$ cat src/rtl/rob_pkg.sv
// Shared ROB definitions: unique-ID width helpers and the tag/beat types used by
// both the AR-side allocator and the R-side reorder buffer.
package rob_pkg;

    localparam int DEF_NUM_ROWS   = 4;
    localparam int DEF_NUM_COLS   = 4;
    localparam int DEF_DATA_WIDTH = 64;
    localparam int DEF_RESP_WIDTH = 2;

    function automatic int row_w(input int num_rows);
        return (num_rows > 1) ? $clog2(num_rows) : 1;
    endfunction

    function automatic int col_w(input int num_cols);
        return (num_cols > 1) ? $clog2(num_cols) : 1;
    endfunction

    function automatic int uid_w(input int num_rows, input int num_cols);
        return row_w(num_rows) + col_w(num_cols);
    endfunction

    localparam int DEF_ROW_W = row_w(DEF_NUM_ROWS);
    localparam int DEF_COL_W = col_w(DEF_NUM_COLS);
    localparam int DEF_UID_W = DEF_ROW_W + DEF_COL_W;

    // Row sits in the MSBs so a uid doubles as a flat slot index.
    typedef struct packed {
        logic [DEF_ROW_W-1:0] row;
        logic [DEF_COL_W-1:0] col;
    } uid_t;

    typedef struct packed {
        logic [DEF_DATA_WIDTH-1:0] data;
        logic [DEF_RESP_WIDTH-1:0] resp;
    } r_beat_t;

endpackage

$ cat src/rtl/rr_row_arbiter.sv
// Round-robin pick of the first eligible row at or after rr_ptr, wrapping.
module rr_row_arbiter
    import rob_pkg::*;
#(
    parameter int NUM_ROWS = 4,
    parameter int ROW_W    = 2
) (
    input  logic [NUM_ROWS-1:0] eligible,
    input  logic [ROW_W-1:0]    rr_ptr,
    output logic                grant_valid,
    output logic [ROW_W-1:0]    grant_row
);

    logic [ROW_W-1:0] cand;

    // Walk offsets from far to near so the closest eligible row wins last.
    always_comb begin
        grant_valid = 1'b0;
        grant_row   = '0;
        cand        = '0;
        for (int i = NUM_ROWS - 1; i >= 0; i--) begin
            cand = rr_ptr + ROW_W'(i);
            if (eligible[cand]) begin
                grant_valid = 1'b1;
                grant_row   = cand;
            end
        end
    end

endmodule

$ cat src/rtl/r_reorder_buffer.sv
// R-path reorder buffer: parks beats by unique ID and releases them upstream in
// per-row issue order, returning each tag to the allocator as it goes out.
module r_reorder_buffer
    import rob_pkg::*;
#(
    parameter int ID_WIDTH   = 4,
    parameter int DATA_WIDTH = DEF_DATA_WIDTH,
    parameter int RESP_WIDTH = DEF_RESP_WIDTH,
    parameter int NUM_ROWS   = DEF_NUM_ROWS,
    parameter int NUM_COLS   = DEF_NUM_COLS,
    localparam int ROW_W     = row_w(NUM_ROWS),
    localparam int COL_W     = col_w(NUM_COLS),
    localparam int UID_W     = ROW_W + COL_W
) (
    input  logic                  clk,
    input  logic                  rst,
    input  logic                  s_rvalid,
    output logic                  s_rready,
    input  logic [UID_W-1:0]      s_rid,
    input  logic [DATA_WIDTH-1:0] s_rdata,
    input  logic [RESP_WIDTH-1:0] s_rresp,
    input  logic                  s_rlast,
    output logic                  m_rvalid,
    input  logic                  m_rready,
    output logic [ID_WIDTH-1:0]   m_rid,
    output logic [DATA_WIDTH-1:0] m_rdata,
    output logic [RESP_WIDTH-1:0] m_rresp,
    output logic                  m_rlast,
    output logic                  free_req,
    output logic [UID_W-1:0]      free_unique_id,
    input  logic [ID_WIDTH-1:0]   restored_id,
    output logic                  err_multibeat
);

    localparam int NUM_SLOTS = NUM_ROWS * NUM_COLS;

    typedef struct packed {
        logic [DATA_WIDTH-1:0] data;
        logic [RESP_WIDTH-1:0] resp;
    } beat_t;

    logic [NUM_SLOTS-1:0] slot_valid;
    beat_t                slot_mem [NUM_SLOTS];
    logic [COL_W-1:0]     exp_col  [NUM_ROWS];
    logic [ROW_W-1:0]     rr_ptr;
    logic [NUM_ROWS-1:0]  eligible;
    logic                 grant_valid;
    logic [ROW_W-1:0]     grant_row;
    logic [UID_W-1:0]     head_uid;
    logic                 s_fire;
    logic                 load;

    always_comb begin
        eligible = '0;
        for (int r = 0; r < NUM_ROWS; r++) begin
            eligible[r] = slot_valid[{ROW_W'(r), exp_col[r]}];
        end
    end

    rr_row_arbiter #(
        .NUM_ROWS (NUM_ROWS),
        .ROW_W    (ROW_W)
    ) u_arb (
        .eligible    (eligible),
        .rr_ptr      (rr_ptr),
        .grant_valid (grant_valid),
        .grant_row   (grant_row)
    );

    // A slot still draining this cycle reads as occupied, so ingress and release
    // can never target the same slot in one cycle.
    assign s_rready       = ~slot_valid[s_rid];
    assign s_fire         = s_rvalid & s_rready;
    assign head_uid       = {grant_row, exp_col[grant_row]};
    assign load           = (~m_rvalid | m_rready) & grant_valid;
    assign free_req       = load;
    assign free_unique_id = load ? head_uid : '0;

    always_ff @(posedge clk) begin
        if (s_fire) begin
            slot_mem[s_rid] <= '{data: s_rdata, resp: s_rresp};
        end
    end

    always_ff @(posedge clk) begin
        if (rst) begin
            slot_valid    <= '0;
            rr_ptr        <= '0;
            m_rvalid      <= 1'b0;
            m_rid         <= '0;
            m_rdata       <= '0;
            m_rresp       <= '0;
            m_rlast       <= 1'b0;
            err_multibeat <= 1'b0;
            for (int r = 0; r < NUM_ROWS; r++) begin
                exp_col[r] <= '0;
            end
        end else begin
            err_multibeat <= s_fire & ~s_rlast;
            if (s_fire) begin
                slot_valid[s_rid] <= 1'b1;
            end
            if (load) begin
                slot_valid[head_uid] <= 1'b0;
                exp_col[grant_row]   <= exp_col[grant_row] + COL_W'(1);
                rr_ptr               <= grant_row + ROW_W'(1);
                m_rvalid             <= 1'b1;
                m_rid                <= restored_id;
                m_rdata              <= slot_mem[head_uid].data;
                m_rresp              <= slot_mem[head_uid].resp;
                m_rlast              <= 1'b1;
            end else if (m_rready) begin
                m_rvalid <= 1'b0;
            end
        end
    end

endmodule

$ cat config.mk
export PLATFORM = sky130hd
export DESIGN_NAME = r_reorder_buffer
export DESIGN_NICKNAME = d
export VERILOG_FILES = /design/src/rtl/rob_pkg.sv /design/src/rtl/rr_row_arbiter.sv /design/src/rtl/r_reorder_buffer.sv
export SDC_FILE = /design/constraint.sdc
export NUM_CORES = 1
export LEC_CHECK = 0
export ABC_CLOCK_PERIOD_IN_PS = 11400
export BUFFER_PORTS_ARGS = -buffer_cell sky130_fd_sc_hd__buf_2
export CORE_MARGIN = 10
export CORE_UTILIZATION = 44
export DETAILED_ROUTE_END_ITERATION = 6
export PLACE_DENSITY = 0.69
export SYNTH_ARGS = -nofsm -noshare
export SYNTH_HDL_FRONTEND = slang
export SYNTH_HIERARCHICAL = 1
export SYNTH_SLANG_ARGS = --single-unit
$ cat constraint.sdc
create_clock -name clk -period 11.4 [get_ports clk]
set_input_delay 1.14 -clock clk [delete_from_list [all_inputs] [get_ports clk]]
set_output_delay 1.14 -clock clk [all_outputs]
set_load 0.02 [all_outputs]
**After elaboration in Yosys (flattened, before gate mapping)**

Memories as Yosys holds them, arrays and structs flattened. A register that Yosys moved wholly into a read port is not among the register bits.
Cells that the tools add are included.

- Bits of input ports: 79
- Memories kept: 2
- Output and inout port bits: 79
- RAM bits: 1064
- Register bits: 25

- $lt $le $gt $ge: 12
- $add $sub $neg: 5
- Bitwise logic cells: 10
- Reduce and logical (&&, ||, !) cells: 4
- Muxes and demuxes: 46

Memory list:

| memory | words | width | rd ports | clocked after memory_dff | write ports | RTL line | RTL |
|---|---|---|---|---|---|---|---|
| slot_mem | 16 | 66 | 1 | 1 | 1 | r_reorder_buffer.sv:43 | `beat_t slot_mem [NUM_SLOTS];` |
| exp_col | 4 | 2 | 5 | 0 | 4 | r_reorder_buffer.sv:44 | `logic [COL_W-1:0] exp_col [NUM_ROWS];` |

Operator list:

| operator | number |
|---|---|
| $mux W16 | 3 |
| $mux W1 | 25 |
| $lt A4 B5 Y1 const B | 4 |
| $and A16 B16 Y16 | 1 |
| $bmux W1 S2 | 8 |
| $not A16 Y16 | 1 |
| $or A16 B16 Y16 | 1 |
| $lt A2 B3 Y1 const B | 4 |
| $mux W2 | 6 |
| $demux W1 S4 | 2 |
| $ge A4 B1 Y1 const B | 2 |
| $add A2 B1 Y2 const B | 3 |
| $lt A2 B5 Y1 const B | 1 |
| $lt A3 B5 Y1 const B | 1 |
| $add A2 B2 Y2 const B | 2 |
| $bmux W1 S4 | 1 |
| $mux W4 | 1 |
| $and A1 B1 Y1 | 3 |
| $not A1 Y1 | 3 |
| $logic_and A1 B1 Y1 | 2 |
| $reduce_bool A2 Y1 | 1 |
| $reduce_or A2 Y1 | 1 |
| $or A1 B1 Y1 | 1 |

**Depth between registers and ports, before layout**

Gate-level depths: netlist of run 1.
An unclocked memory read counts as a cell.

- Depth after elaboration: 16
- Gate-level depth with buffers: 15
- Depth with buffers taken out: 11

**Modules after synthesis**

Netlist of run 1, hierarchy kept.

By module, submodules not included:

| module | area an instance (µm²) | cells an instance | sequential area each (µm²) | times used |
|---|---|---|---|---|
| r_reorder_buffer | 44044.7 | 2684 | 33772.4 | 1 |
| rr_row_arbiter | 77.6 | 13 | 0.0 | 1 |

**Worst setup path after synthesis of run 1**

Ideal clock, no wire load.

- Kind: input -> register
- From: in s_rid[0]
- To: mem slot_mem[12][0] (netlist bit) (enable)
- Arrival: 6826 ps
- Stages on the path: 4
- Path slack: 4000 ps
- Cell sequence: buf_2 -> mux4_2 -> or3b_1 -> nor3_1

- Cells in the longest elaborated chain, start to end: 6

RTL lines:

| what | RTL line | RTL |
|---|---|---|
| start: declaration | r_reorder_buffer.sv:19 | `input logic [UID_W-1:0] s_rid,` |
| $bmux W1 S4 | r_reorder_buffer.sv:72 | `assign s_rready = ~slot_valid[s_rid];` |
| $mux W1 (not written as such) | r_reorder_buffer.sv:72 |  |
| $not A1 Y1 | r_reorder_buffer.sv:72 |  |
| $and A1 B1 Y1 | r_reorder_buffer.sv:73 | `assign s_fire = s_rvalid & s_rready;` |
| $mux W1 | r_reorder_buffer.sv:80 | `if (s_fire) begin` |
| $mux W1 (not written as such) | r_reorder_buffer.sv:81 | `slot_mem[s_rid] <= '{data: s_rdata, resp: s_rresp};` |
| end: declaration | r_reorder_buffer.sv:43 |  |

Several ways; a longest one is shown, not always the timed one. The select of a mux whose other input is x is not followed.

==> results of run 1 <==
critical path: cells and delay by family, from the launching register on:
kind / cells / cell delay, ps
muxes: 3 / 1610
and+or+nand+nor: 3 / 420
AOI/OAI and AO/OA: 1 / 90
buffers and inverters: 3 / 940
DFF: 1 / 540
worst max path at each step:
stage          slack, ps                         from  cells after the start                         to
5_1_grt             5770      exp_col[3][0]$_DFFE_PP_                     13    m_rdata[0]$_SDFFE_PP0N_
6_report            5950  exp_col[1][0]$_SDFFCE_PN0P_                     10          free_unique_id[1]
3_5_place_dp        6130      exp_col[3][0]$_DFFE_PP_                     11    m_rdata[9]$_SDFFE_PP0N_
2_1_floorplan       4000                     s_rid[0]                      4  slot_mem[12][0]$_DFFE_PP_
3_3_place_gp        6240      exp_col[3][0]$_DFFE_PP_                     11   m_rdata[35]$_SDFFE_PP0N_
4_1_cts             5950  exp_col[1][0]$_SDFFCE_PN0P_                     10          free_unique_id[1]
synthesized netlist by cell type (8+ instances only):
cell type and instances:
edfxtp_1 1064, nand2_1 420, mux2i_1 197, clkbuf_1 98, dfxtp_1 91, a21oi_1 69
nor2_1 69, o211ai_1 69, mux4_2 66, nand3_1 62, nand4_1 61, a221oi_1 45
buf_2 40, nor4_1 36, o21ai_0 32, mux2_2 31, a31oi_1 26, and3_1 26
a311oi_1 22, a211oi_1 20, nor3_1 17, o2111ai_1 16, buf_1 12, o22ai_1 12
inv_1 11, ha_1 8, or3_1 8
where the power goes:
group	switching, W	internal [W]	leakage [nW]
logic	0.000406	0.000179	4.39
clock network	0.00154	0.00202	1.76
registers	0.0000328	0.00470	10.4
total	0.00198	0.00690	16.5
cell type report:
cell class	count	share of cell area, %
inverter	15	0.135
multi-input combinational	1366	19.6
clock buffer	162	6.33
tap	1298	3.25
sequential	1155	67.5
antenna	4	0.0200
clock inverter	42	0.808
timing repair buffer	210	2.37
state kept, by name (all words and copies together) (netlist names):
| register | cells |
|---|---|
| slot_valid | 16 |
| m_rid | 4 |
| exp_col | 8 |
| err_multibeat | 1 |
| m_rvalid | 1 |
| m_rdata | 64 |
| m_rlast | 1 |
| rr_ptr | 2 |
| m_rresp | 2 |
| slot_mem | 1056 |
cell families after synthesis:
family,share of synthesized area (%)
AO/OA/AOI/OAI,5.16
adder cells (fa/ha/maj),0.227
buffers and inverters,1.75
flip-flops,76.5
multiplexers,8.82
AND/OR/NAND/NOR,7.49
layer usage:
layer / vias up / global-route usage, %
met3: 210 / 4.36
met4: 6 / 5.64
met2: 1183 / 31.1
met5: - / 0
met1: 12700 / 25.5
li1: 10900 / -
per-stage QoR:
stage / instances / util (%) / hold slack (ps)
6_report: 4252 / 50.1 / 450
5_1_grt: 4250 / 50.1 / 474
4_1_cts: 4248 / 50.1 / 453
3_5_place_dp: 4044 / 46.5 / 444
3_3_place_gp: 4044 / 46.5 / 438
2_1_floorplan: 2697 / - / 484
==> summary.txt, run 1 <==
Final layout
  – Number of fill cells: slightly above 8000
  – P&R area growth vs syn: 13.4%
  – Layout cell share with drive strength beyond 1: approximately 17%
  – Most common cell after layout, fill and taps aside: edfxtp_1
  – Final #Nets: between 2000 and 3000
  – Final instance area: approximately 50000 um^2
  – Reg area: approximately 34000 um^2
  – Area of the multi-input gates: 9810 um^2
  – Most frequent cells in the layout: edfxtp_1, nand2_1, mux2i_1

Timing
  – Fin. max-slew vios: 0
  – Setup WS post-layout: ~6000 ps
  – Final Hold Fails: 0
  – RSZ-0062 raised after global routing: false
  – Clk_skew: ~30 ps
  – Worst-Margin Slew: 1230 ps
  – Final min period: approximately 5400 ps
  – Period utilisation layout: 47.8%
  – # setup viols final: 0
  – Final setup TNS: 0 ps
  – Slew HR: roughly 18%
  – Max frequency: 0.184 GHz

Global route
  – First-pass GRT wire length: about 160000 um
  – Vias in the first global route: roughly 25000
  – Antenna violations before repair: 19
  – Largest net degree at the start of global routing: approximately 100
  – GRT overflow: 0
  – Overall routing resource usage: a little under a fifth

Logic synthesis
  – Async SR Flop Fraction: 0%
  – Syn nets: approximately 2800
  – Synthesized area: approximately 44000 um^2
  – Post-synth top area share: between 70% and 80%
  – Syn. warnings: 6
  – Register area share after synthesis: between 70% and 80%
  – Unique masters post-synth: between 50 and 60
  – Top post-synthesis cells by area: edfxtp_1, mux2i_1, dfxtp_1
  – Cells after Synth: ~2700
  – Most used DFF post-synth: edfxtp_1
  – Register bit total from synthesis: roughly 1200
  – EDFF count, synth: 1064
  – Yosys top cell by area: edfxtp_1
  – Syn Area/Cell: approximately 16 um^2

Clock network
  – Post-CTS Resized: 0
  – Clock buffer depth: 3
  – Root Driver: clkbuf_16
  – Worst-path clk slew: 60 ps
  – CTS buffer count: 110
  – H-Tree Depth: 3
  – CTS Sinks: roughly 1200
  – Hold-fix buffers, CTS: 0
  – CTS tree: done
  – Post-CTS Setup Repair Bufs: 0
  – Clk_lat worst skew: ~680 ps

Floorplan
  – Initial core utilization: 44.2%
  – Die width: between 300 and 400 um
  – IO Count: between 150 and 200
  – Row cnt: around 120
  – Core area: about 100000 um^2
  – Die Y: roughly 340 um
  – Full die area: approximately 110000 um^2

Worst setup path
  – CP Cell Sequence: mux4_2 -> nor3b_1 -> a211oi_1 -> nor2_2 -> buf_4 -> mux2_2 -> mux2i_4 -> buf_4 -> nor2_1 -> buf_2
  – Flop-to-flop setup slack: 6140 ps
  – Startpoint Class: flop
  – Critical path type: reg -> out
  – Slowest-stage cell, CP: mux2_2
  – R2R cell count: 11
  – Max FO, Critical Path: 29
  – Reg-to-Reg Start: exp_col[3][0]$_DFFE_PP_
  – Worst Setup End Kind: primary output
  – Critical path arrival: between 4000 and 5000 ps
  – WP data required: roughly 10000 ps
  – RR Endpoint: m_rdata[25]$_SDFFE_PP0N_
  – Worst path max stage delay: roughly 670 ps
  – Crit-path most repeated cell: buf_4

Job
  – Max Cap Violations: 0

Routing
  – Vias: ~25000
  – DR iter-0 viols: between 2000 and 3000
  – Met1 WL: around 45000 um
  – Post-route ant nets: 0
  – Met3 Routed Length: ~10000 um
  – Met2 Wirelength: between 50000 and 60000 um
  – First-pass DRT Iterations: 6
  – Drt drc: 0
  – Routed wire per std cell: between 20 and 30 um
  – DR vias/cell: 5.88
  – Uppermost routed layer: met5
  – Post-Route WL: 110000 um

Pwr
  – Pwr Density: between 150 and 200 nW/um^2
  – Total power: around 0.009 W
  – Peak VDD IR: ~0.13 mV
  – LEAKAGE: roughly 17 nW

Hold path
  – Hold wc startpoint: m_rid[1]$_SDFFE_PP0N_
  – Hold Path Class: reg -> reg
  – WHS Endpoint: m_rid[1]$_SDFFE_PP0N_
  – Hold Crit Depth: 2

Placed design
  – Port bufs: around 160
  – DP HPWL: ~60000 um
  – Placed Area: roughly 46000 um^2
  – Pre-CTS WS: just over 6000 ps
  – RD Place Congestion: a little under 0.8

Outcome
  – Outcome: finished clean
(Power assumes the default switching activity.)
==> run 2: changes to the inputs <==
--- a/config.mk
+++ b/config.mk
@@ -5,12 +5,12 @@
 export SDC_FILE = /design/constraint.sdc
 export NUM_CORES = 1
 export LEC_CHECK = 0
-export ABC_CLOCK_PERIOD_IN_PS = 11400
+export ABC_CLOCK_PERIOD_IN_PS = 4410
 export BUFFER_PORTS_ARGS = -buffer_cell sky130_fd_sc_hd__buf_2
 export CORE_MARGIN = 10
 export CORE_UTILIZATION = 44
 export DETAILED_ROUTE_END_ITERATION = 6
-export PLACE_DENSITY = 0.69
+export PLACE_DENSITY = 0.71
 export SYNTH_ARGS = -nofsm -noshare
 export SYNTH_HDL_FRONTEND = slang
 export SYNTH_HIERARCHICAL = 1
==> constraint.sdc (replaced) <==
create_clock -name clk -period 4.41 [get_ports clk]
set_input_delay 0.441 -clock clk [delete_from_list [all_inputs] [get_ports clk]]
set_output_delay 0.441 -clock clk [all_outputs]
set_load 0.02 [all_outputs]
==> run 2 against run 1 <==
Compared with the run above:
- non-clock buffer count increased by 39
- die area unchanged
- clock power increased to 2.7 times the previous value
- total power increased to 2.6 times the previous value
- combinational power increased to 2.7 times the previous value
- register-to-register slack got worse by 5700 ps
- clock skew increased by 8.7 ps
- core utilization increased by 0.77 points
- setup slack got worse by 5800 ps
- via count increased by 1.2%
- critical path type unchanged
- largest power group unchanged
==> summary.txt, run 2 (same netlist as run 1, synthesis figures left out) <==
Hold path
  – WHS Endpoint: err_multibeat$_SDFF_PP0_
  – Hold Crit Depth: 2 (unchanged)
  – Hold wc startpoint: s_rvalid
  – Hold Path Class: in -> reg

Pwr
  – Clock power share: 40.7% (+0.5 points)
  – Pwr Density: 458 nW/um^2 (+160%)
  – Comb pwr share: 6.8% (+0.2 points)
  – Sequential Power Share: 52.5% (-0.8 points)
  – Sw Share: 22.2% (-0.13 points)
  – Peak VDD IR: 0.331 mV (+150%)
  – LEAKAGE: 16.8 nW (+2.0%)
  – P_sw: 0.00517 W (+160%)
  – Internal cell power: 0.0181 W (+160%)

Placed design
  – DP HPWL: 60700 um (+1.2%)
  – Pre-CTS WS: 504 ps (-5630 ps)
  – Port bufs: 157 (unchanged)
  – RD Place Congestion: 0.795 (+3.4%)

Routing
  – Vias: 25300 (+1.2%)
  – Post-route ant nets: 0 (unchanged)
  – Post-Route WL: 110000 um (about the same)
  – DR vias/cell: 5.88 (about the same)
  – Routed wire per std cell: 25.6 um (-1.2%)
  – First-pass DRT Iterations: 5 (-1)
  – Drt drc: 0 (unchanged)
  – DR iter-0 viols: 2752 (-0.97%)

Floorplan
  – Die width: 337 um (unchanged)
  – Full die area: 113000 um^2 (unchanged)
  – Initial core utilization: 44.2% (unchanged)
  – Row cnt: 116 (unchanged)
  – Core area: 99900 um^2 (unchanged)
  – Die Y: 337 um (unchanged)
  – IO Count: 158 (unchanged)

Timing
  – # setup viols final: 0 (unchanged)
  – Final setup TNS: 0 ps (unchanged)
  – Slew HR: 39.1% (+21 points)
  – Final Hold Fails: 0 (unchanged)
  – Period utilisation layout: 97.5%
  – Worst-Margin Slew: 912 ps (-316 ps)
  – Fin. max-slew vios: 0 (unchanged)
  – RSZ-0062 raised after global routing: false
  – Setup WS post-layout: 111 ps (-5840 ps)
  – Final min period: 4300 ps
  – Clk_skew: 38.7 ps (+8.69 ps)
  – Max frequency: between 0.2 and 0.25 GHz

Final layout
  – Top reg by flops: slot_mem
  – Most common cell after layout, fill and taps aside: edfxtp_1
  – Max FFs per register: 1056 (unchanged)
  – Final #Nets: 2988 (+1.5%)
  – Layout cell share with drive strength beyond 1: 18.3% (+0.92 points)
  – Regs by FF count: slot_mem x1056, m_rdata x64, slot_valid x16
  – Most frequent cells in the layout: edfxtp_1, nand2_1, mux2i_1
  – P&R area growth vs syn: 15.2%

Worst setup path
  – Flop-to-flop setup slack: 470 ps (-5670 ps)
  – Startpoint Class: flop
  – Reg-to-Reg Start: exp_col[3][0]$_DFFE_PP_
  – WP data required: 3970 ps (-6290 ps)
  – RR Endpoint: m_rdata[59]$_SDFFE_PP0N_
  – R2R cell count: 11 (unchanged)
  – Max FO, Critical Path: 22 (-24%)
  – Setup crit start: exp_col[3][0]$_DFFE_PP_
  – Worst Setup End Kind: primary output
  – Critical path type: reg -> out
  – Critical path arrival: 3860 ps (-450 ps)

Global route
  – Largest net degree at the start of global routing: 84 (-19%)
  – Vias in the first global route: 25300 (+1.7%)
  – Overall routing resource usage: 19.1% (about the same)
  – Antenna violations before repair: 19 (unchanged)
  – GRT overflow: 0 (unchanged)
  – First-pass GRT wire length: 163000 um (about the same)

Clock network
  – CTS Sinks: 1155 (unchanged)
  – CTS buffer count: 114 (+3.6%)
  – CTS tree: done
  – Clk_lat worst skew: 710 ps (+30 ps)
  – Clock buffer depth: 3 (unchanged)
  – H-Tree Depth: 3 (unchanged)
  – Root Driver: clkbuf_16
  – Worst-path clk slew: 60 ps (about the same)
  – Post-CTS Setup Repair Bufs: 0 (unchanged)

Job
  – Max Cap Violations: 0 (unchanged)

Outcome
  – Outcome: finished clean
-- run 2: power groups by stage --
| stage | Combinational [W] | Clock [W] | Sequential (W) |
|---|---|---|---|
| 2_1_floorplan | 0.000856 | 0 | 0.0125 |
| 3_3_place_gp | 0.00154 | 0 | 0.0124 |
| 3_5_place_dp | 0.00157 | 0 | 0.0125 |
| 4_1_cts | 0.00158 | 0.00963 | 0.0122 |
| 5_1_grt | 0.00169 | 0.0100 | 0.0122 |
| 6_report | 0.00158 | 0.00949 | 0.0122 |
-- run 2: per-stage QoR --
stage	total power [W]	hold WS (ps)	utilization, %	area, um^2	cells
after detailed placement	0.0140	449	47.1	47000	4078
after CTS	0.0234	20.6	50.9	50800	4297
after floorplan	0.0134	484	-	44100	2697
final	0.0233	54.6	50.9	50800	4302
after global placement	0.0140	439	47.1	47000	4078
after global routing	0.0240	60.0	50.9	50800	4298
-- run 2: metal layers --
layer  vias up  wire (um)  track usage [%]
met5         -         72                0
met4        12       3030             6.01
met3       227      11000             4.57
met2      1246      52200             30.9
met1     12800      43900             25.4
li1      11000          -                -
-- run 2: worst max-delay path: stages (launching register included) --
cell and delay, ps:
edfxtp_1 520, mux4_2 590, nand2b_1 170, a211oi_1 290
nor2_2 160, mux2_4 410, mux2i_4 250, buf_4 470
nor2_1 90, buf_2 180
-- run 2: area by class of cell --
cell class / count / area, um^2
sequential: 1155 / 33800
clock buffer: 161 / 3160
multi-input combinational: 1366 / 9830
fill: 7909 / 49000
clock inverter: 53 / 529
antenna: 5 / 12.5
tap: 1298 / 1620
inverter: 15 / 67.6
timing repair buffer: 249 / 1810
-- run 2: what timing repair did --
action | CTS | global route
hold buffers | 5 | 0
pin swaps | 0 | 1
endpoints found under the hold margin | 5 | 0
gates resized for setup | 1 | 3
setup endpoints to repair | 1 | 1
-- run 2: worst max-delay path by stage --
stage,to,slack (ps),cells past startpoint
2_1_floorplan,slot_mem[13][0]$_DFFE_PP_,-520,4
3_3_place_gp,m_rdata[57]$_SDFFE_PP0N_,570,11
3_5_place_dp,m_rdata[59]$_SDFFE_PP0N_,500,11
4_1_cts,free_unique_id[0],110,10
5_1_grt,free_unique_id[1],6,9
6_report,free_unique_id[1],110,9
